--- src/rtl/exc_ctrl_if.sv ---
// exc_ctrl_if: bundles the exception controller's pipeline/CP0 inputs and its
// CP0/fetch-side outputs.
//   master : pipeline side; drives the MEM-stage flags and forwarded CP0 values
//   slave  : exc_ctrl side; consumes them and drives excepttype/flush/redirect
interface exc_ctrl_if;
    localparam int unsigned XLEN   = 32;
    localparam int unsigned FLAG_W = 4;

    logic              exc_valid_i;
    logic              mem_stall_i;
    logic [FLAG_W-1:0] exc_flags_i;     // {eret, trap, invalid_inst, syscall}
    logic [XLEN-1:0]   inst_addr_i;
    logic              in_delayslot_i;
    logic [XLEN-1:0]   cp0_status_i;
    logic [XLEN-1:0]   cp0_cause_i;
    logic [XLEN-1:0]   cp0_epc_i;

    logic [XLEN-1:0]   excepttype_o;
    logic [XLEN-1:0]   current_inst_address_o;
    logic              is_in_delayslot_o;
    logic              flush_o;
    logic [XLEN-1:0]   new_pc_o;
    logic              busy_o;

    modport master (
        output exc_valid_i, mem_stall_i, exc_flags_i, inst_addr_i, in_delayslot_i,
               cp0_status_i, cp0_cause_i, cp0_epc_i,
        input  excepttype_o, current_inst_address_o, is_in_delayslot_o,
               flush_o, new_pc_o, busy_o
    );

    modport slave (
        input  exc_valid_i, mem_stall_i, exc_flags_i, inst_addr_i, in_delayslot_i,
               cp0_status_i, cp0_cause_i, cp0_epc_i,
        output excepttype_o, current_inst_address_o, is_in_delayslot_o,
               flush_o, new_pc_o, busy_o
    );
endinterface

--- src/rtl/exc_ctrl.sv ---
// exc_ctrl: exception/interrupt sequencer beside the MEM stage. Picks at most
// one event per commit (interrupt > syscall > invalid_inst > trap > eret),
// pulses its code to CP0 for one cycle, holds the pipeline flush for
// FLUSH_CYCLES cycles and supplies the redirect PC.
// Ports:
//   clk  : clock, rising edge
//   rst  : asynchronous active-low reset
//   bus  : exc_ctrl_if.slave (MEM-stage flags, forwarded CP0 values in;
//          excepttype, latched address/delay-slot, flush, new_pc, busy out)
module exc_ctrl #(
    parameter logic [31:0] EXC_VECTOR   = 32'h0000_0020,
    parameter int unsigned FLUSH_CYCLES = 2            // legal 1..15
) (
    input  logic       clk,
    input  logic       rst,
    exc_ctrl_if.slave  bus
);
    localparam int unsigned XLEN  = 32;
    localparam int unsigned CNT_W = 4;

    localparam logic [CNT_W-1:0] FCNT_LAST = CNT_W'(FLUSH_CYCLES - 1);

    localparam logic [XLEN-1:0] CODE_NONE = XLEN'(32'h00);
    localparam logic [XLEN-1:0] CODE_INT  = XLEN'(32'h01);
    localparam logic [XLEN-1:0] CODE_SYS  = XLEN'(32'h08);
    localparam logic [XLEN-1:0] CODE_INV  = XLEN'(32'h0a);
    localparam logic [XLEN-1:0] CODE_TRAP = XLEN'(32'h0d);
    localparam logic [XLEN-1:0] CODE_ERET = XLEN'(32'h0e);

    typedef enum logic {
        IDLE  = 1'b0,
        FLUSH = 1'b1
    } state_t;

    state_t           state_q, state_d;
    logic [CNT_W-1:0] fcnt_q, fcnt_d;
    logic [XLEN-1:0]  exc_q, exc_d;
    logic [XLEN-1:0]  addr_q, addr_d;
    logic             ds_q, ds_d;
    logic             flush_q, flush_d;
    logic [XLEN-1:0]  pc_q, pc_d;

    logic             int_pend_c;
    logic [XLEN-1:0]  code_c;
    logic             unused_c;

    // Interrupt pending: unmasked cause bit, IE set, EXL clear.
    assign int_pend_c = (|(bus.cp0_cause_i[15:8] & bus.cp0_status_i[15:8]))
                        && bus.cp0_status_i[0] && !bus.cp0_status_i[1];

    // Fixed-priority code; lower-priority flags in the same cycle are dropped.
    always_comb begin
        code_c = CODE_NONE;
        if (int_pend_c)               code_c = CODE_INT;
        else if (bus.exc_flags_i[0])  code_c = CODE_SYS;
        else if (bus.exc_flags_i[1])  code_c = CODE_INV;
        else if (bus.exc_flags_i[2])  code_c = CODE_TRAP;
        else if (bus.exc_flags_i[3])  code_c = CODE_ERET;
    end

    // State and output registers.
    always_ff @(posedge clk or negedge rst) begin
        if (!rst) begin
            state_q <= IDLE;
            fcnt_q  <= '0;
            exc_q   <= '0;
            addr_q  <= '0;
            ds_q    <= 1'b0;
            flush_q <= 1'b0;
            pc_q    <= '0;
        end else begin
            state_q <= state_d;
            fcnt_q  <= fcnt_d;
            exc_q   <= exc_d;
            addr_q  <= addr_d;
            ds_q    <= ds_d;
            flush_q <= flush_d;
            pc_q    <= pc_d;
        end
    end

    // Next state and next registered outputs; excepttype defaults to zero so
    // it is a single-cycle pulse.
    always_comb begin
        state_d = state_q;
        fcnt_d  = fcnt_q;
        exc_d   = CODE_NONE;
        addr_d  = addr_q;
        ds_d    = ds_q;
        flush_d = flush_q;
        pc_d    = pc_q;

        unique case (state_q)
            IDLE: begin
                if (bus.exc_valid_i && !bus.mem_stall_i && (code_c != CODE_NONE)) begin
                    exc_d   = code_c;
                    addr_d  = bus.inst_addr_i;
                    ds_d    = bus.in_delayslot_i;
                    pc_d    = (code_c == CODE_ERET) ? bus.cp0_epc_i : EXC_VECTOR;
                    flush_d = 1'b1;
                    fcnt_d  = '0;
                    state_d = FLUSH;
                end
            end
            FLUSH: begin
                // Inputs are ignored here; the pipeline is being discarded.
                if (fcnt_q == FCNT_LAST) begin
                    flush_d = 1'b0;
                    fcnt_d  = '0;
                    state_d = IDLE;
                end else begin
                    fcnt_d  = fcnt_q + CNT_W'(1);
                end
            end
            default: state_d = IDLE;
        endcase
    end

    assign bus.excepttype_o           = exc_q;
    assign bus.current_inst_address_o = addr_q;
    assign bus.is_in_delayslot_o      = ds_q;
    assign bus.flush_o                = flush_q;
    assign bus.new_pc_o               = pc_q;
    assign bus.busy_o                 = (state_q == FLUSH);

    // CP0 bits outside the IM/IP/IE/EXL fields are not used here.
    assign unused_c = ^{bus.cp0_cause_i[31:16], bus.cp0_cause_i[7:0],
                        bus.cp0_status_i[31:16], bus.cp0_status_i[7:2]};
endmodule

--- src/flat_wrapper.sv ---
// flat-port wrapper written by rule: the top's interface ports become plain ports
module exc_ctrl_flat 
#(
    parameter logic [31:0] EXC_VECTOR   = 32'h0000_0020,
    parameter int unsigned FLUSH_CYCLES = 2                          
)
  (clk, rst, bus_exc_valid_i, bus_mem_stall_i, bus_exc_flags_i, bus_inst_addr_i, bus_in_delayslot_i, bus_cp0_status_i, bus_cp0_cause_i, bus_cp0_epc_i, bus_excepttype_o, bus_current_inst_address_o, bus_is_in_delayslot_o, bus_flush_o, bus_new_pc_o, bus_busy_o);
  exc_ctrl_if bus_i ();
  input  logic clk;
  input  logic rst;
  input wire logic [$bits(bus_i.exc_valid_i)-1:0] bus_exc_valid_i;
  input wire logic [$bits(bus_i.mem_stall_i)-1:0] bus_mem_stall_i;
  input wire logic [$bits(bus_i.exc_flags_i)-1:0] bus_exc_flags_i;
  input wire logic [$bits(bus_i.inst_addr_i)-1:0] bus_inst_addr_i;
  input wire logic [$bits(bus_i.in_delayslot_i)-1:0] bus_in_delayslot_i;
  input wire logic [$bits(bus_i.cp0_status_i)-1:0] bus_cp0_status_i;
  input wire logic [$bits(bus_i.cp0_cause_i)-1:0] bus_cp0_cause_i;
  input wire logic [$bits(bus_i.cp0_epc_i)-1:0] bus_cp0_epc_i;
  output wire logic [$bits(bus_i.excepttype_o)-1:0] bus_excepttype_o;
  output wire logic [$bits(bus_i.current_inst_address_o)-1:0] bus_current_inst_address_o;
  output wire logic [$bits(bus_i.is_in_delayslot_o)-1:0] bus_is_in_delayslot_o;
  output wire logic [$bits(bus_i.flush_o)-1:0] bus_flush_o;
  output wire logic [$bits(bus_i.new_pc_o)-1:0] bus_new_pc_o;
  output wire logic [$bits(bus_i.busy_o)-1:0] bus_busy_o;
  assign bus_i.exc_valid_i = bus_exc_valid_i;
  assign bus_i.mem_stall_i = bus_mem_stall_i;
  assign bus_i.exc_flags_i = bus_exc_flags_i;
  assign bus_i.inst_addr_i = bus_inst_addr_i;
  assign bus_i.in_delayslot_i = bus_in_delayslot_i;
  assign bus_i.cp0_status_i = bus_cp0_status_i;
  assign bus_i.cp0_cause_i = bus_cp0_cause_i;
  assign bus_i.cp0_epc_i = bus_cp0_epc_i;
  assign bus_excepttype_o = bus_i.excepttype_o;
  assign bus_current_inst_address_o = bus_i.current_inst_address_o;
  assign bus_is_in_delayslot_o = bus_i.is_in_delayslot_o;
  assign bus_flush_o = bus_i.flush_o;
  assign bus_new_pc_o = bus_i.new_pc_o;
  assign bus_busy_o = bus_i.busy_o;
  exc_ctrl #(.EXC_VECTOR(EXC_VECTOR), .FLUSH_CYCLES(FLUSH_CYCLES)) u_core (.clk(clk), .rst(rst), .bus(bus_i));
endmodule
--- config.mk ---
export PLATFORM = sky130hd
export DESIGN_NAME = exc_ctrl_flat
export DESIGN_NICKNAME = d
export VERILOG_FILES = /design/src/rtl/exc_ctrl_if.sv /design/src/rtl/exc_ctrl.sv /design/src/flat_wrapper.sv
export SDC_FILE = /design/constraint.sdc
export NUM_CORES = 1
export LEC_CHECK = 0
export CORE_ASPECT_RATIO = 1.4
export CORE_MARGIN = 2
export CORE_UTILIZATION = 39
export CTS_CLUSTER_DIAMETER = 30
export DETAILED_ROUTE_END_ITERATION = 8
export PLACE_DENSITY = 0.87
export SLEW_MARGIN = 5
export SYNTH_ARGS = -nofsm -noshare
export SYNTH_HDL_FRONTEND = slang
export SYNTH_SLANG_ARGS = --single-unit
--- constraint.sdc ---
create_clock -name clk -period 4.4 [get_ports clk]
set_input_delay 0.44 -clock clk [delete_from_list [all_inputs] [get_ports clk]]
set_output_delay 0.44 -clock clk [all_outputs]
set_load 0.05 [all_outputs]
==> results.json, run 1 <==
{
  "first_pass_iters": 4,
  "syn_to_final_growth_pct": 51.2,
  "setup.worst_path.end_class": "flip-flop",
  "via_count": 2959,
  "hold_slack_ps": 247,
  "cts.clk_slew.worst_paths_ps": 60,
  "gp_congestion": 0.727,
  "synth_area_leaders": "dfrtp_1 54%, a221o_1 9.4%, a22oi_1 6.9%",
  "nets": 595,
  "finalSetupTns_ps": 0,
  "final.setup_skew_ps": 4.79,
  "slew_headroom_pct": 27.0,
  "vias_per_cell": 5.23,
  "min_period_ps": 2620,
  "path_class": "primary input to flip-flop",
  "yosys_warnings": 0,
  "layout_setup_ws_ps": 1780,
  "syn_area_mm2": 0.00350,
  "core_area_mm2": 0.00866,
  "drtIter0Drc": 127,
  "cts_max_level": 3,
  "cp_slowest_cell": "and3_1",
  "cts_buffer_depth": 2,
  "die_area_mm2": 0.00975,
  "seqCellArea_mm2": 0.00188,
  "synth.most_common_cell": "dfrtp_1",
  "fin_crit_sh_pct": 59.5,
  "drc": 0,
  "rsz0062_at_grt": "no",
  "syn_inst": 307,
  "ys_top_cells_by_count": "75 x dfrtp_1, 36 x nor2_1, 34 x and3_1, 33 x a221o_1, 32 x a22oi_1",
  "critPathMaxFanout": 31,
  "maxCapViolations": 0,
  "synth_top_area_share_pct": 53.7,
  "ir_worst_vdd_uv": 444,
  "crit_family": "simple AND/OR/NAND/NOR gates",
  "worst-slew-pin-transition_ps": 1090,
  "p_per_area_mw_per_mm2": 607,
  "routed_wl_um": 9020,
  "p_leak_nw": 2.41,
  "gr-total-overflow": 0,
  "drive_above_1_share_pct": 5.21,
  "start_util_pct": 40.4,
  "dp_hpwl_um": 6380,
  "crit_required_ps": 4660,
  "boundaryPins": 236,
  "path_cells": "clkdlybuf4s50_1 > nor3b_4 > and3_1 > a22oi_1 > nor2_1",
  "design_power_total_w": 0.00321,
  "ys_seq_area_share_pct": 53.7,
  "postCtsResizedCells": 0,
  "min_path_type": "primary input to async pin",
  "start_kind": "primary input",
  "wl_per_cell_um": 15.9,
  "clock_latency_ps": 330,
  "grt_pass1_vias": 2993,
  "multi_input_area_mm2": 0.00135,
  "fill_cells": 711,
  "fmax_mhz": 382,
  "post-place-ws_ps": 1430,
  "cp_num_buf_inv": 1,
  "max_stage_delay_ps": 1000,
  "hold_viol": 0,
  "drtAntennaViolNets": 0,
  "rows": 40,
  "ctsHoldBuffers": 0,
  "setup_viol": 0,
  "outcome": "finished clean",
  "die_w_um": 84.0,
  "synth_edf_count": 0,
  "ys_dominant_reg_cell": "dfrtp_1",
  "cp.arrival_ps": 2870,
  "cts_tree": "yes",
  "grt_max_degree": 76,
  "io_buffers": 161,
  "synth_seq_cells": 75,
  "ctsRootBufferMaster": "clkbuf_16",
  "synth.distinct_cells": 36,
  "avgSynthCellArea_um2": 11.4,
  "synth_top_area_cell": "dfrtp_1",
  "antenna_found_initial": 0,
  "n_antenna_cell": 0,
  "grt_pass1_wl_um": 14600,
  "post-cts-setup-buffers": 0,
  "track_usage_pct": 18.9,
  "report.final.slew_viol_count": 0,
  "cts.sinks": 75,
  "die_h_um": 116,
  "cts_buffers": 9,
  "synth-async-reset-ratio_pct": 100
}
-- where the power goes --
group          total, W  switching, W  internal (W)
Clock          0.000679      0.000269      0.000410
Combinational   0.00151      0.000957      0.000557
Sequential      0.00102      0.000132      0.000884
Total           0.00321       0.00136       0.00185
-- per-layer routing --
metal  up-vias  part of all wire [%]  GRT usage, %
li1       1393                     -             -
met1      1420                    40          21.5
met2       135                    52          33.3
met3        11                   6.4          4.77
met4         0                   1.5          9.14
met5         -                     0             0
-- registers in the layout, summed over array words and instances, names as in the netlist --
name                               flops
u_core.bus.flush_o                     1
u_core.bus.new_pc_o                   32
u_core.bus.current_inst_address_o     32
u_core.fcnt_q                          4
u_core.bus.busy_o                      1
u_core.bus.excepttype_o                4
u_core.bus.is_in_delayslot_o           1
-- through the flow --
stage	cell area [um^2]	instances	utilization, %
after global placement	5000	550	57.8
after CTS	5290	566	61.1
after global routing	5290	566	61.1
after detailed placement	5000	550	57.8
final	5290	566	61.1
after floorplan	3600	334	-
-- cells by family (layout without fill, tap and decap cells) --
family	count (synthesis)	count (layout)	share of synthesized area, %
other	1	28	0.107
AOI/OAI and AO/OA	80	80	20.3
buffers and inverters	57	184	10.8
adders and majority gates	2	2	0.716
xor gates and xnor gates	1	1	0.251
and+or+nand+nor	90	90	13.8
DFF	75	75	53.7
muxes	1	1	0.286
-- cell type report --
type	count	area share [%]
tap	105	2.49
inverter	3	0.213
timing repair buffer	165	31.0
clock inverter	4	0.473
clock buffer	12	4.85
multi-input combinational	202	25.5
sequential	75	35.5
-- layout by cell type (no fill, tap or decap), types with 4 or more instances in the layout --
cell,synthesis,layout
conb_1,1,28
clkdlybuf4s50_1,0,160
dfrtp_1,75,75
a22o_1,4,4
a22oi_1,32,32
and3_1,34,34
nor2_1,36,36
a221o_1,33,33
buf_4,28,5
clkbuf_16,0,9
-- worst paths after layout --
path / from / to / slack, ps / depth (start not counted)
max in group asynchronous: rst / u_core.bus.flush_o$_DFFE_PN0P_ / 3560 / 1
setup reg to reg: u_core.bus.busy_o$_DFF_PN0_ / u_core.bus.new_pc_o[6]$_DFFE_PN0P_ / 1860 / 4
hold / removal: rst / u_core.bus.new_pc_o[12]$_DFFE_PN0P_ / 250 / 1
min in group clk: u_core.bus.current_inst_address_o[8]$_DFFE_PN0P_ / u_core.bus.current_inst_address_o[8]$_DFFE_PN0P_ / 510 / 1
setup / recovery: bus_exc_valid_i / u_core.bus.new_pc_o[6]$_DFFE_PN0P_ / 1780 / 5
hold reg to reg: u_core.bus.current_inst_address_o[8]$_DFFE_PN0P_ / u_core.bus.current_inst_address_o[8]$_DFFE_PN0P_ / 510 / 1
Note: power is estimated with default switching activity, not from simulation.
==> run 2: changes to the inputs <==
--- a/config.mk
+++ b/config.mk
@@ -7,10 +7,10 @@
 export LEC_CHECK = 0
 export CORE_ASPECT_RATIO = 1.4
 export CORE_MARGIN = 2
-export CORE_UTILIZATION = 39
+export CORE_UTILIZATION = 36
 export CTS_CLUSTER_DIAMETER = 30
 export DETAILED_ROUTE_END_ITERATION = 8
-export PLACE_DENSITY = 0.87
+export PLACE_DENSITY = 0.81
 export SLEW_MARGIN = 5
 export SYNTH_ARGS = -nofsm -noshare
 export SYNTH_HDL_FRONTEND = slang
==> constraint.sdc (replaced) <==
create_clock -name clk -period 2.6 [get_ports clk]
set_input_delay 0.26 -clock clk [delete_from_list [all_inputs] [get_ports clk]]
set_output_delay 0.26 -clock clk [all_outputs]
set_load 0.05 [all_outputs]
==> run 2 against run 1 <==
Net effect:
- utilization fell by 4.0 points
- critical path depth unchanged
- combinational power is 73% higher
- hold slack got worse by 170 ps
==> results.json, run 2 (same netlist as run 1, synthesis figures left out) <==
{
  "grt_pass1_wl_um": 13600,
  "drive_above_1_share_pct": 6.42,
  "fin_util_pct": 57.1,
  "ctsRootBufferMaster": "clkbuf_16",
  "track_usage_pct": 16.4,
  "cts_tree": "yes",
  "post-cts-setup-buffers": 0,
  "seqCellArea_mm2": 0.00188,
  "path_class": "primary input to flip-flop",
  "report.final.slew_viol_count": 0,
  "routed_wl_um": 8770,
  "die_h_um": 121,
  "die_w_um": 87.3,
  "min_path_type": "primary input to async pin",
  "cts_buffers": 9,
  "design_area_mm2": 0.00540,
  "ctsHoldBuffers": 0,
  "start_util_pct": 37.0,
  "boundaryPins": 236,
  "p_per_area_mw_per_mm2": 1030,
  "slew_headroom_pct": 20.9,
  "worst-slew-pin-transition_ps": 1190,
  "grt_pass1_vias": 2965,
  "cts.clk_slew.worst_paths_ps": 60,
  "syn_to_final_growth_pct": 54.4,
  "grt_max_degree": 76,
  "rows": 42,
  "gp_congestion": 0.743,
  "final.setup_skew_ps": 7.08,
  "dp_hpwl_um": 6310,
  "min_period_ps": 2280,
  "crit_required_ps": 2810,
  "fin_crit_sh_pct": 87.6,
  "cts_buffer_depth": 2,
  "vias_per_cell": 5.16,
  "first_pass_iters": 5,
  "nets": 601,
  "multi_input_area_mm2": 0.00135,
  "antenna_found_initial": 0,
  "clock_latency_ps": 320,
  "max_stage_delay_ps": 880,
  "layout_commonest_cell": "clkdlybuf4s50_1",
  "core_area_mm2": 0.00946,
  "fill_cells": 816,
  "drtIter0Drc": 136,
  "hold_slack_ps": 81.2,
  "cts_max_level": 3,
  "cp_slowest_cell": "nor2_4",
  "start_kind": "primary input",
  "n_antenna_cell": 0,
  "drtAntennaViolNets": 0,
  "setup.worst_path.end_class": "flip-flop",
  "drc": 0,
  "ir_worst_vdd_uv": 650,
  "cp.arrival_ps": 2490,
  "fmax_mhz": 439,
  "outcome": "finished clean",
  "maxCapViolations": 0,
  "critPathMaxFanout": 53,
  "path_cells": "clkdlybuf4s50_1 > or3b_1 > nor2_4 > buf_4 > nor2_1",
  "die_area_mm2": 0.0105,
  "final_cell_mix": "160 x clkdlybuf4s50_1, 75 x dfrtp_1, 36 x nor2_1",
  "via_count": 2980,
  "p_leak_nw": 2.46,
  "hold_viol": 0,
  "placed_area_mm2": 0.00508,
  "crit_family": "simple AND/OR/NAND/NOR gates",
  "cts.sinks": 75,
  "rsz0062_at_grt": "no",
  "gr-total-overflow": 0,
  "setup_viol": 0,
  "postCtsResizedCells": 0,
  "io_buffers": 161,
  "cp_num_buf_inv": 2,
  "wl_per_cell_um": 15.2
}
[run 2: changes by cell type in the layout (fill, tap and decap cells not counted)]
| cell | delta |
|---|---|
| clkinv_2 | -2 |
| bufinv_16 | +1 |
| buf_4 | +4 |
| buf_12 | +2 |
| clkbuf_8 | +1 |
[run 2: through the flow]
stage | std cells | setup slack [ps] | power, W | setup TNS (ps)
CTS | 577 | 294 | 0.00564 | 0
detailed placement | 561 | -57.3 | 0.00434 | -635
global route | 577 | 190 | 0.00583 | 0
finish | 577 | 321 | 0.00558 | 0
global placement | 561 | -18.6 | 0.00429 | -204
floorplan | 334 | 634 | 0.00342 | 0
[run 2: worst register-to-register path, stage by stage (launching register included)]
cell     delay [ps]
dfrtp_1         370
or3b_1          430
nor2_4          880
buf_4           370
nor2_1           70
[run 2: cell type report]
| class | instances | share of cell area [%] |
|---|---|---|
| Multi-Input combinational cell | 202 | 24.9 |
| Sequential cell | 75 | 34.8 |
| Clock buffer | 13 | 5.01 |
| Inverter | 3 | 0.209 |
| Timing Repair Buffer | 171 | 31.7 |
| Tap cell | 110 | 2.55 |
| Clock inverter | 3 | 0.835 |
[run 2: path summary, 6_finish.rpt]
check	to	from	depth (start not counted)	slack [ps]
max in group asynchronous	u_core.fcnt_q[1]$_DFFE_PN0P_	rst	1	1940
worst min-delay path	u_core.bus.new_pc_o[28]$_DFFE_PN0P_	rst	1	80
worst max register to register	u_core.bus.new_pc_o[8]$_DFFE_PN0P_	u_core.bus.busy_o$_DFF_PN0_	4	360
min in group clk	u_core.bus.current_inst_address_o[31]$_DFFE_PN0P_	u_core.bus.current_inst_address_o[31]$_DFFE_PN0P_	1	510
worst max-delay path	u_core.bus.new_pc_o[8]$_DFFE_PN0P_	bus_exc_valid_i	5	320
worst min register to register	u_core.bus.current_inst_address_o[31]$_DFFE_PN0P_	u_core.bus.current_inst_address_o[31]$_DFFE_PN0P_	1	510
[run 2: report_power, final]
| group | switching [W] | internal [W] | leakage (nW) | total [W] |
|---|---|---|---|---|
| registers | 0.000207 | 0.00150 | 0.972 | 0.00170 |
| clock network | 0.000444 | 0.000821 | 0.148 | 0.00127 |
| logic | 0.00164 | 0.000972 | 1.34 | 0.00261 |
[run 2: routing by layer]
layer,global-route usage [%],wire [um],vias up
met3,3.89,656,12
met5,0,0,-
met1,18.4,3320,1411
met2,29.5,4680,152
li1,-,-,1405
met4,5.96,111,0
==> run 3: changes to the inputs <==
--- a/config.mk
+++ b/config.mk
@@ -6,7 +6,6 @@
 export NUM_CORES = 1
 export LEC_CHECK = 0
 export CORE_ASPECT_RATIO = 1.4
-export CORE_MARGIN = 2
 export CORE_UTILIZATION = 36
 export CTS_CLUSTER_DIAMETER = 30
 export DETAILED_ROUTE_END_ITERATION = 8
==> run 3 against run 2 <==
Net effect:
- sequential power barely moved
- cell count unchanged
- worst setup slack got worse by 51 ps
- routed wire length grew 0.23%
- maximum frequency fell by 2.2%
- combinational power about the same
- non-clock buffer count is the same
- register-to-register slack worse by 40 ps
- critical endpoint is now u_core.bus.new_pc_o[0]$_DFFE_PN0P_
- largest cell class unchanged
==> results.json, run 3 (same netlist as run 1, synthesis figures left out) <==
{
  "outcome": "finished clean",
  "setup_viol": 0,
  "hold_slack_ps": 55.0,
  "cts_buffers": 9,
  "final.setup_skew_ps": 4.15,
  "track_usage_pct": 18.3,
  "fin_cells": 577,
  "first_pass_iters": 5,
  "boundaryPins": 236,
  "die_area_mm2": 0.0101,
  "io_buffers": 161,
  "start_kind": "primary input",
  "ir_worst_vdd_uv": 600,
  "cts.sinks": 75,
  "cts.clk_slew.worst_paths_ps": 60,
  "start_util_pct": 37.0,
  "maxCapViolations": 0,
  "fin_crit_sh_pct": 89.6,
  "slew_headroom_pct": 21.2,
  "layout_commonest_cell": "clkdlybuf4s50_1",
  "cp_num_buf_inv": 2,
  "cp.arrival_ps": 2540,
  "gr-total-overflow": 0,
  "max_stage_delay_ps": 910,
  "fmax_mhz": 429,
  "worst-slew-pin-transition_ps": 1180,
  "r2r_slack_ps": 320,
  "wl_per_cell_um": 15.2,
  "grt_pass1_vias": 2927,
  "antenna_found_initial": 0,
  "power.internal_w": 0.00323,
  "setup.worst_path.end_class": "flip-flop",
  "min_path_type": "primary input to async pin",
  "cts_tree": "yes",
  "report.final.slew_viol_count": 0,
  "ctsHoldBuffers": 0,
  "cts_buffer_depth": 2,
  "dp_cells": 561,
  "final_cell_mix": "160 x clkdlybuf4s50_1, 75 x dfrtp_1, 36 x nor2_1",
  "grt_max_degree": 76,
  "core_area_mm2": 0.00946,
  "p_per_area_mw_per_mm2": 1030,
  "switching_share_pct": 41.6,
  "path_class": "primary input to flip-flop",
  "post-cts-setup-buffers": 0,
  "gp_congestion": 0.725,
  "drtIter0Drc": 139,
  "crit_family": "simple AND/OR/NAND/NOR gates",
  "drive_above_1_share_pct": 6.42,
  "die_h_um": 119,
  "postCtsResizedCells": 0,
  "rsz0062_at_grt": "no",
  "clock_latency_ps": 330,
  "die_w_um": 85.3,
  "cp_slowest_cell": "nor2_4",
  "design_power_total_w": 0.00553,
  "hold_viol": 0,
  "r2r-start": "u_core.bus.busy_o$_DFF_PN0_",
  "drtAntennaViolNets": 0,
  "path_cells": "clkdlybuf4s50_1 > or3b_1 > nor2_4 > buf_4 > nor2_1",
  "syn_to_final_growth_pct": 53.8,
  "cts_max_level": 3,
  "min_period_ps": 2330,
  "pwr-share-clk_pct": 22.0,
  "routed_wl_um": 8790,
  "grt_pass1_wl_um": 14400,
  "power.switching_w": 0.00230,
  "rows": 42,
  "crit_required_ps": 2810,
  "rr_worst_depth": 4,
  "pwr-share-comb_pct": 47.2,
  "rr_endpoint": "u_core.bus.new_pc_o[0]$_DFFE_PN0P_",
  "critPathMaxFanout": 53,
  "fill_cells": 800,
  "p_leak_nw": 2.46,
  "n_antenna_cell": 0,
  "dp_hpwl_um": 6130,
  "pwr-share-seq_pct": 30.8,
  "nets": 601,
  "drc": 0,
  "vias_per_cell": 5.14,
  "via_count": 2964,
  "ctsRootBufferMaster": "clkbuf_16"
}
run 3: cell types whose count changed in the layout (fill, tap and decap cells not counted):
cell,previous run,this run
clkinvlp_4,2,1
clkinv_2,0,3
clkbuf_8,3,1
run 3: worst max-delay path by stage:
stage	startpoint	end	cells past startpoint
2_1_floorplan	u_core.bus.busy_o$_DFF_PN0_	u_core.bus.new_pc_o[0]$_DFFE_PN0P_	7
3_3_place_gp	bus_exc_valid_i	u_core.bus.new_pc_o[28]$_DFFE_PN0P_	5
3_5_place_dp	bus_exc_valid_i	u_core.bus.new_pc_o[31]$_DFFE_PN0P_	5
4_1_cts	bus_exc_valid_i	u_core.bus.new_pc_o[31]$_DFFE_PN0P_	5
5_1_grt	bus_exc_valid_i	u_core.bus.new_pc_o[28]$_DFFE_PN0P_	5
6_report	bus_exc_valid_i	u_core.bus.new_pc_o[0]$_DFFE_PN0P_	5
run 3: per-layer routing:
metal,global-route usage [%],up-vias,wire length (um)
met3,5.59,5,683
met4,5.21,0,72
met5,0,-,0
met1,21.9,1402,3520
met2,31.4,148,4510
li1,-,1409,-
run 3: area by class of cell:
| class | count | area [um^2] | area share, % |
|---|---|---|---|
| Sequential cell | 75 | 1880 | 34.9 |
| Timing Repair Buffer | 171 | 1710 | 31.8 |
| Multi-Input combinational cell | 202 | 1350 | 25.0 |
| Clock buffer | 11 | 243 | 4.51 |
| Tap cell | 110 | 138 | 2.56 |
| Clock inverter | 5 | 52.6 | 0.977 |
| Inverter | 3 | 11.3 | 0.209 |
run 3: per-stage QoR:
step                setup slack, ps  setup TNS [ps]  util, %  area, um^2
detailed placement             -106           -1300     53.7        5080
finish                          270               0     56.8        5380
global route                    128               0     56.8        5380
CTS                             241               0     56.8        5380
floorplan                       634               0        -        3600
global placement              -26.9            -321     53.7        5080
run 3: power groups by stage:
stage | Combinational [W] | Sequential [W] | Clock (W)
floorplan | 0.000657 | 0.00276 | 0
global placement | 0.00258 | 0.00171 | 0
detailed placement | 0.00263 | 0.00171 | 0
CTS | 0.00263 | 0.00171 | 0.00125
global route | 0.00273 | 0.00175 | 0.00131
finish | 0.00261 | 0.00171 | 0.00122
run 3: worst reg2reg max path, stage by stage (launching register included):
cell	delay [ps]
dfrtp_1	370
or3b_1	440
nor2_4	910
buf_4	380
nor2_1	70
